**src/rtl/mem_interface.sv**
```systemverilog
// ============================================================================
// Module   : mem_interface
// Purpose  : Four-state handshake bridge between CPU MAR/MDR control and a
//            single-port word RAM. Optional WAIT abort: MEM_IF_TIMEOUT_EN.
// Revision : 1.0 - initial release
// ============================================================================
`default_nettype none

module mem_interface #(
    parameter int ADDR_W  = 9,
    parameter int TIMEOUT = 16
) (
    input  logic              clock,
    input  logic              clear,
    input  logic              Read,
    input  logic              Write,
    input  logic [31:0]       MARout,
    input  logic [31:0]       MDRout,
    output logic [31:0]       Mdatain,
    output logic              mem_done,
    output logic              mem_busy,
    output logic              addr_err,
    output logic              timeout,
    output logic [ADDR_W-1:0] ram_addr,
    output logic [31:0]       ram_wdata,
    output logic              ram_re,
    output logic              ram_we,
    input  logic [31:0]       ram_rdata,
    input  logic              ram_ready
);

    typedef enum logic [1:0] {
        S_IDLE   = 2'd0,
        S_ACCESS = 2'd1,
        S_WAIT   = 2'd2,
        S_DONE   = 2'd3
    } state_t;

    state_t              r_state;
    logic [31:0]         r_mdat;
    logic [ADDR_W-1:0]   r_addr;
    logic [31:0]         r_wdata;
    logic                r_is_read;
    logic                r_re;
    logic                r_we;
    logic                r_done;
    logic                r_aerr;
    logic                w_req;
    logic                w_addr_bad;

    assign w_req      = Read | Write;
    assign w_addr_bad = |MARout[31:ADDR_W];

`ifdef MEM_IF_TIMEOUT_EN
    localparam int CNT_W = $clog2(TIMEOUT + 1);
    logic [CNT_W-1:0] r_cnt;
    logic             r_tmo;
`endif

    always_ff @(posedge clock or negedge clear) begin
        if (!clear) begin
            r_state   <= S_IDLE;
            r_mdat    <= 32'd0;
            r_addr    <= '0;
            r_wdata   <= 32'd0;
            r_is_read <= 1'b0;
            r_re      <= 1'b0;
            r_we      <= 1'b0;
            r_done    <= 1'b0;
            r_aerr    <= 1'b0;
`ifdef MEM_IF_TIMEOUT_EN
            r_cnt     <= '0;
            r_tmo     <= 1'b0;
`endif
        end else begin
            case (r_state)
                S_IDLE: begin
                    if (w_req) begin
                        r_addr    <= MARout[ADDR_W-1:0];
                        r_wdata   <= MDRout;
                        r_is_read <= Read;
                        // Out-of-range address skips the RAM entirely.
                        if (w_addr_bad) begin
                            r_state <= S_DONE;
                            r_done  <= 1'b1;
                            r_aerr  <= 1'b1;
                        end else begin
                            r_state <= S_ACCESS;
                            r_re    <= Read;
                            r_we    <= ~Read;
                        end
                    end
                end
                S_ACCESS: begin
                    r_re    <= 1'b0;
                    r_we    <= 1'b0;
                    r_state <= S_WAIT;
`ifdef MEM_IF_TIMEOUT_EN
                    r_cnt   <= '0;
`endif
                end
                S_WAIT: begin
                    if (ram_ready) begin
                        if (r_is_read) begin
                            r_mdat <= ram_rdata;
                        end
                        r_state <= S_DONE;
                        r_done  <= 1'b1;
                    end
`ifdef MEM_IF_TIMEOUT_EN
                    // Final unready WAIT cycle brings the count to TIMEOUT.
                    else if (r_cnt == CNT_W'(TIMEOUT - 1)) begin
                        r_cnt   <= r_cnt + CNT_W'(1);
                        r_state <= S_DONE;
                        r_done  <= 1'b1;
                        r_tmo   <= 1'b1;
                    end else begin
                        r_cnt <= r_cnt + CNT_W'(1);
                    end
`endif
                end
                S_DONE: begin
                    if (!w_req) begin
                        r_state <= S_IDLE;
                        r_done  <= 1'b0;
                        r_aerr  <= 1'b0;
`ifdef MEM_IF_TIMEOUT_EN
                        r_tmo   <= 1'b0;
`endif
                    end
                end
                default: begin
                    r_state <= S_IDLE;
                end
            endcase
        end
    end

    assign Mdatain   = r_mdat;
    assign mem_done  = r_done;
    assign mem_busy  = (r_state != S_IDLE);
    assign addr_err  = r_aerr;
    assign ram_addr  = r_addr;
    assign ram_wdata = r_wdata;
    assign ram_re    = r_re;
    assign ram_we    = r_we;
`ifdef MEM_IF_TIMEOUT_EN
    assign timeout   = r_tmo;
`else
    assign timeout   = 1'b0;
`endif

endmodule

`default_nettype wire

```
**config.mk**
```make
export PLATFORM = sky130hd
export DESIGN_NAME = mem_interface
export DESIGN_NICKNAME = d
export VERILOG_FILES = /design/src/rtl/mem_interface.sv
export SDC_FILE = /design/constraint.sdc
export NUM_CORES = 1
export LEC_CHECK = 0
export ABC_AREA = 0
export BUFFER_PORTS_ARGS = -buffer_cell sky130_fd_sc_hd__buf_4
export CAP_MARGIN = 0
export CORE_MARGIN = 10
export CORE_UTILIZATION = 41
export CTS_BUF_LIST = sky130_fd_sc_hd__clkbuf_4 sky130_fd_sc_hd__clkbuf_8
export DETAILED_ROUTE_END_ITERATION = 6
export PLACE_DENSITY = 0.89
export SLEW_MARGIN = 20
export SYNTH_ARGS = -nofsm -noshare
export SYNTH_HDL_FRONTEND = slang
export SYNTH_SLANG_ARGS = --single-unit
```
**constraint.sdc**
```tcl
create_clock -name clock -period 1.46 [get_ports clock]
set_clock_uncertainty 0.05 [all_clocks]
set_input_delay 0.146 -clock clock [delete_from_list [all_inputs] [get_ports clock]]
set_output_delay 0.146 -clock clock [all_outputs]
set_load 0.1 [all_outputs]
```
==> flow_metrics.py, run 1 <==
metrics = {
    "outcome": {
        "status": "finished, violations left",
        "violations": "negative setup slack",
    },
    "routing": {
        "vias": 2923,
        "dr_wl_met2_mm": 6.48,
        "firstDrtPassIters": 4,
        "top_layer": "met4",
        "wl_per_cell_um": 20.4,
        "wl_met1_mm": 4.27,
        "ant_nets": 0,
        "finalWirelength_mm": 12.3,
        "viasPerCell": 4.86,
        "wl_met3_mm": 1.29,
        "drc_errors": 0,
        "drtIter0Drc": 103,
    },
    "placed_design": {
        "hpwl_mm": 7.34,
        "numPortBuffers": 178,
        "place_ws_ps": -198,
        "gp_congestion": 0.829,
    },
    "critical_path": {
        "slowest_delay_ps": 370,
        "arrival_ps": 1860,
        "setup.worst_path.class": "reg2reg",
        "cp_num_buf_inv": 4,
        "slowest_stage": "dfrtp_1",
        "cp-start-kind": "flip-flop",
        "path_cells": "inv_2 -> ha_4 -> buf_6 -> buf_12 -> o21ai_4 -> clkbuf_16 -> mux2_2",
        "worstPathMaxFanout": 9,
        "endpoint_kind": "flip-flop",
        "crit_required_ps": 1650,
        "cpLargestDelayFamily": "buffers and inverters",
    },
    "floorplanning": {
        "die-area_um2": 11900,
        "boundaryPins": 180,
        "design.core.area_um2": 7730,
        "fp-row-count": 32,
        "die_h_um": 109,
        "start_util_pct": 42.3,
        "dieWidth_um": 109,
    },
    "timing": {
        "worst_slack_ps": -211,
        "fmax_mhz": 599,
        "drv_slew": 0,
        "period_needed_ps": 1670,
        "finalHoldViolCount": 0,
        "rsz0062_at_grt": "true",
        "setup_violations": 80,
        "period_share_pct": 114,
    },
    "grt": {
        "grt.total_usage_pct": 19.1,
        "grt_pass1_wl_mm": 17.8,
        "overflow": 0,
        "grt_max_degree": 81,
        "grt_pass1_vias": 3409,
        "antenna_found_initial": 0,
    },
    "clock_network": {
        "htree_levels": 3,
        "clockBufferDepth": 2,
        "cts_sinks": 80,
        "root_buffer": "clkbuf_8",
        "cts_buffers": 9,
        "clk_pin_slew_ps": 80,
        "clkLatencyLatePin_ps": 350,
        "cts_tree": "yes",
    },
    "layout": {
        "final_common_cell": "buf_4",
        "drive_above_1_share_pct": 63.3,
        "final_util_pct": 79.4,
        "final_cell_mix": "buf_4 (189), dfrtp_1 (80), dlygate4sd3_1 (74)",
        "final_nets": 600,
        "areaGrowthSynthToFinish_pct": 87.6,
    },
    "logic_synthesis": {
        "synth_cells": 214,
        "synth_area_um2": 3270,
        "synth_cell_types": 34,
        "yosysSeqAreaShare_pct": 61.2,
        "synth_fp_nets": 319,
        "avgSynthCellArea_um2": 15.3,
        "ys_warn_count": 0,
        "synth-seq-cells": 80,
        "synth_top_cell_by_area": "dfrtp_1",
        "synth_top_area_share_pct": 61.2,
        "yosys-top-cells-area": "dfrtp_1 (61%), mux2_2 (25%), ha_1 (1.5%), nor4_2 (0.77%), buf_4 (0.69%)",
    },
    "min_path": {
        "hold_class": "in2reg",
    },
    "job": {
        "cap_violations": 0,
    },
}
[tightest hold or removal path, delay by kind of cell]
kind | cells | cell delay (ps)
AO/OA/AOI/OAI | 1 | 140
buffers and inverters | 1 | 130
AND/OR/NAND/NOR | 1 | 60
[registers in the layout, summed over array words and instances, names as in the netlist]
signal,flops
ram_wdata,32
addr_err,1
r_state,2
ram_we,1
r_is_read,1
ram_re,1
mem_done,1
ram_addr,9
Mdatain,32
[cells by family (layout without fill, tap and decap cells)]
logic type / Yosys count / count (layout) / synth area share (%)
and+or+nand+nor: 27 / 27 / 6.01
buffers and inverters: 15 / 299 / 2.68
DFF: 80 / 80 / 61.2
other: 1 / 2 / 0.115
adders and majority gates: 4 / 4 / 1.53
AOI/OAI and AO/OA: 14 / 14 / 3.33
muxes: 73 / 73 / 25.1
[synthesized netlist by cell type]
cell	count
nor4_4	1
dfrtp_1	80
inv_1	6
o311ai_0	1
a21oi_1	2
nor3b_2	1
o31ai_2	1
o21ai_0	1
conb_1	1
a22oi_1	1
nor4_1	3
buf_2	4
nor3_1	3
nor4_2	2
buf_6	2
o31ai_1	1
o221ai_1	2
nand4_2	1
nand2_1	4
o21bai_1	1
mux2_2	73
a211oi_1	1
nor2b_1	2
o21ai_2	1
nand3_1	2
nand2b_1	2
o21a_1	1
nor4b_2	1
a211o_1	1
nor3b_1	1
buf_4	3
ha_1	4
nand3b_1	1
nor2_1	3
[timing repair]
action                     4_1_cts  5_1_grt
gates resized for setup         18       26
hold endpoints to repair       153        0
pin swaps                        4        7
setup endpoints to repair       80       80
hold buffers                    74        0
buffers inserted                 8        2
cloned                           3        2
[area by class of cell]
type | count | area, um2
clock inverters | 5 | 58.8
inverters | 6 | 26.3
clock buffers | 9 | 124
repair buffers | 279 | 2440
multi-input cells | 119 | 1350
diodes | 1 | 2.50
fillers | 406 | 1590
well taps | 102 | 128
flip-flops and latches | 80 | 2000
[per-layer routing]
layer | up-vias | track usage (%)
met2 | 136 | 33.4
met1 | 1442 | 20.0
met3 | 19 | 8.31
li1 | 1326 | -
met4 | 0 | 6.78
met5 | - | 0
[path summary, 6_finish.rpt]
path                                    start            end  slack [ps]  depth (start not counted)
max in group asynchronous               clear  ram_wdata[25]         670                          3
worst min-delay path                     Read       mem_done         130                          3
worst min register to register  ram_wdata[29]  ram_wdata[29]         460                          1
min in group asynchronous               clear    Mdatain[15]         370                          3
worst max register to register     r_state[0]    ram_addr[2]        -210                          7
worst max-delay path               r_state[0]    ram_addr[2]        -210                          7
[per-stage QoR]
step	hold WS [ps]	instances	TNS [ps]	instance area, um2
2_1_floorplan	-200	214	-738	3310
3_3_place_gp	152	498	-6070	4830
3_5_place_dp	158	498	-8330	4830
4_1_cts	112	597	-11270	5990
5_1_grt	140	600	-15950	6130
6_report	135	601	-11700	6130
Power of run 1 is not shown: default switching activity piles up to over one toggle a cycle in this logic, so the estimate is an artifact.
==> inputs of run 2 (changes only) <==
--- a/config.mk
+++ b/config.mk
@@ -13,6 +13,7 @@
 export CTS_BUF_LIST = sky130_fd_sc_hd__clkbuf_4 sky130_fd_sc_hd__clkbuf_8
 export DETAILED_ROUTE_END_ITERATION = 6
 export PLACE_DENSITY = 0.89
+export SETUP_SLACK_MARGIN = 0.4
 export SLEW_MARGIN = 20
 export SYNTH_ARGS = -nofsm -noshare
 export SYNTH_HDL_FRONTEND = slang
==> run 2 against run 1 <==
The flow now stops in global routing; area after synthesis did not move; synthesized cell count did not move.
==> flow_metrics.py, run 2 <==
metrics = {
    "outcome": {
        "status": "did not finish",
        "lastStage": "global routing",
        "error": "[ERROR DPL-0038] Utilization greater than 100%, impossible to legalize",
    },
    "logic_synthesis": {
        "synth_top_area_share_pct": 61.2,
        "yosys-top-cells-area": "dfrtp_1 (61%), mux2_2 (25%), ha_1 (1.5%), nor4_2 (0.77%), buf_4 (0.69%)",
        "synth_cell_types": 34,
        "synth_top_cell_by_area": "dfrtp_1",
        "avgSynthCellArea_um2": 15.3,
        "synth_cells": 214,
        "synth_area_um2": 3270,
        "ys_async_sr_fraction_pct": 100,
        "synth_common_cells": "dfrtp_1 (80), mux2_2 (73), inv_1 (6)",
        "synth_fp_nets": 319,
        "synth_ff_type": "dfrtp_1",
        "synth_edf_count": 0,
        "synth-seq-cells": 80,
        "ys_warn_count": 0,
        "synth.most_common_cell": "dfrtp_1",
        "yosysSeqAreaShare_pct": 61.2,
    },
    "clock_network": {
        "htree_levels": 3,
        "root_buffer": "clkbuf_8",
        "cts_sinks": 80,
        "clockBufferDepth": 2,
        "cts_buffers": 9,
    },
    "placed_design": {
        "numPortBuffers": 178,
        "dpl_cell_area_um2": 4940,
        "hpwl_mm": 7.54,
        "dpl.cell_count": 497,
        "gp_congestion": 0.819,
    },
    "floorplanning": {
        "fp-row-count": 32,
        "boundaryPins": 180,
        "die_h_um": 109,
        "dieWidth_um": 109,
        "start_util_pct": 42.3,
    },
    "grt": {
        "grt_max_degree": 34,
    },
    "timing": {
        "grt-worst-endpoint": "addr_err$_DFFE_PN0P_/D",
        "endpoint_type": "register data pin",
    },
}
==> run 2: cell counts after synthesis <==
Identical to the previous run, type by type.
==> run 2: repair_timing <==
item / CTS
setup buffers: 20
gates resized for setup: 268
hold endpoints to repair: 99
cloned: 3
hold buffers: 74
pin swaps: 4
endpoints found under the setup margin: 158
==> run 2: per-stage QoR <==
| step | setup TNS, ps | utilization (%) | setup slack [ps] |
|---|---|---|---|
| after CTS | -13050 | 93.7 | -231 |
| after detailed placement | -9770 | 63.9 | -214 |
| after global placement | -6470 | 63.9 | -153 |
| after floorplan | -742 | - | -398 |
==> run 2: kinds of logic after synthesis <==
kind of cell	after synthesis	synth area share (%)
AO/OA/AOI/OAI	14	3.33
adder cells (fa/ha/maj)	4	1.53
buffers and inverters	15	2.68
flip-flops	80	61.2
multiplexers	73	25.1
other	1	0.115
AND/OR/NAND/NOR	27	6.01
==> inputs of run 3 (changes only) <==
--- a/config.mk
+++ b/config.mk
@@ -9,11 +9,9 @@
 export BUFFER_PORTS_ARGS = -buffer_cell sky130_fd_sc_hd__buf_4
 export CAP_MARGIN = 0
 export CORE_MARGIN = 10
-export CORE_UTILIZATION = 41
-export CTS_BUF_LIST = sky130_fd_sc_hd__clkbuf_4 sky130_fd_sc_hd__clkbuf_8
+export CORE_UTILIZATION = 35
 export DETAILED_ROUTE_END_ITERATION = 6
-export PLACE_DENSITY = 0.89
-export SETUP_SLACK_MARGIN = 0.4
+export PLACE_DENSITY_LB_ADDON = 0.15
 export SLEW_MARGIN = 20
 export SYNTH_ARGS = -nofsm -noshare
 export SYNTH_HDL_FRONTEND = slang
==> constraint.sdc (replaced) <==
create_clock -name clock -period 1.9 [get_ports clock]
set_clock_uncertainty 0.05 [all_clocks]
set_input_delay 0.19 -clock clock [delete_from_list [all_inputs] [get_ports clock]]
set_output_delay 0.19 -clock clock [all_outputs]
set_load 0.1 [all_outputs]
==> run 3 against run 2 <==
The run now ends clean.
==> flow_metrics.py, run 3 (synthesis gave the netlist of run 1 again) <==
metrics = {
    "outcome": {
        "status": "finished clean",
    },
    "placed_design": {
        "place_ws_ps": 161,
        "gp_congestion": 0.785,
        "hpwl_mm": 6.89,
        "numPortBuffers": 178,
    },
    "timing": {
        "fmax_mhz": 563,
        "setup-tns-final_ps": 0,
        "holdWs_ps": 24.8,
        "period_needed_ps": 1770,
        "rsz0062_at_grt": "true",
        "drv_slew": 0,
        "worst_slack_ps": 125,
        "finalHoldViolCount": 0,
        "setup_violations": 0,
        "period_share_pct": 93.4,
    },
    "routing": {
        "drc_errors": 0,
        "wl_per_cell_um": 17.0,
        "viasPerCell": 4.63,
        "vias": 2452,
        "finalWirelength_mm": 9.02,
        "firstDrtPassIters": 3,
        "drtIter0Drc": 44,
        "ant_nets": 0,
    },
    "layout": {
        "areaGrowthSynthToFinish_pct": 57.8,
        "seqCellArea_um2": 2000,
        "final_util_pct": 56.4,
        "final_nets": 519,
        "fill_cells": 786,
        "final_common_cell": "buf_4",
        "drive_above_1_share_pct": 67.1,
        "final_cell_mix": "buf_4 (177), dfrtp_1 (80), mux2_2 (73)",
        "multiInputGateArea_um2": 1190,
        "diodes": 0,
    },
    "grt": {
        "grt.total_usage_pct": 12.7,
        "grt_max_degree": 81,
        "grt_pass1_vias": 2650,
        "grt_pass1_wl_mm": 13.5,
        "overflow": 0,
        "antenna_found_initial": 0,
    },
    "clock_network": {
        "clockBufferDepth": 2,
        "cts_sinks": 80,
        "cts_buffers": 9,
        "root_buffer": "clkbuf_8",
        "cts_tree": "yes",
        "clk_pin_slew_ps": 80,
        "clkLatencyLatePin_ps": 340,
        "cts_setup_buffers": 0,
        "htree_levels": 3,
    },
    "critical_path": {
        "endpoint_kind": "flip-flop",
        "arrival_ps": 1920,
        "cp-start-kind": "flip-flop",
        "setup.worst_path.class": "reg2reg",
        "worstPathMaxFanout": 7,
        "crit_required_ps": 2040,
    },
    "floorplanning": {
        "die_h_um": 117,
        "die-area_um2": 13600,
        "dieWidth_um": 117,
        "start_util_pct": 35.7,
        "design.core.area_um2": 9150,
        "fp-row-count": 35,
        "boundaryPins": 180,
    },
    "min_path": {
        "hold_class": "in2reg",
    },
    "job": {
        "cap_violations": 0,
    },
}
run 3: worst max-delay path, stage by stage (launching register included):
cell and delay (ps):
dfrtp_1 410, inv_1 110, ha_1 190, nor4b_2 230, nand4_2 240, nor2_1 260, o311ai_0 150
run 3: area by class of cell:
cell class	instances	area share, %
Clock buffer	11	2.74
Clock inverter	5	1.55
Inverter	6	0.509
Multi-Input combinational cell	119	23.1
Sequential cell	80	38.8
Tap cell	111	2.69
Timing Repair Buffer	198	30.6
run 3: final timing paths:
kind | slack [ps] | endpoint | start | cells after the start
worst max-delay path | 130 | addr_err | r_state[0] | 6
worst min-delay path | 20 | ram_wdata[1] | MDRout[1] | 2
worst max register to register | 130 | addr_err | r_state[0] | 6
worst min register to register | 450 | r_is_read | r_is_read | 2
max in group asynchronous | 1100 | ram_wdata[7] | clear | 3
min in group asynchronous | 360 | Mdatain[8] | clear | 3
run 3: metrics by stage:
step                      instances  instance area [um2]
after floorplan                 214                 3280
after global placement          499                 4780
after detailed placement        499                 4780
after CTS                       523                 5080
after global routing            530                 5160
final                           530                 5160
run 3: timing repair:
action / in CTS / in global routing
resized for setup: 0 / 2
hold buffers: 8 / 7
endpoints found under the setup margin: 0 / 1
hold endpoints to repair: 87 / 7
run 3: routing by layer:
layer,share of wire [%],global-route usage [%],wire length [um],vias up
li1,-,-,-,1161
met5,0,0,0,-
met1,40,14.4,3600,1165
met2,45,19.3,4070,115
met3,13,7.09,1190,11
met4,1.8,5.52,160,0
Power of run 3 is left out for the same reason.
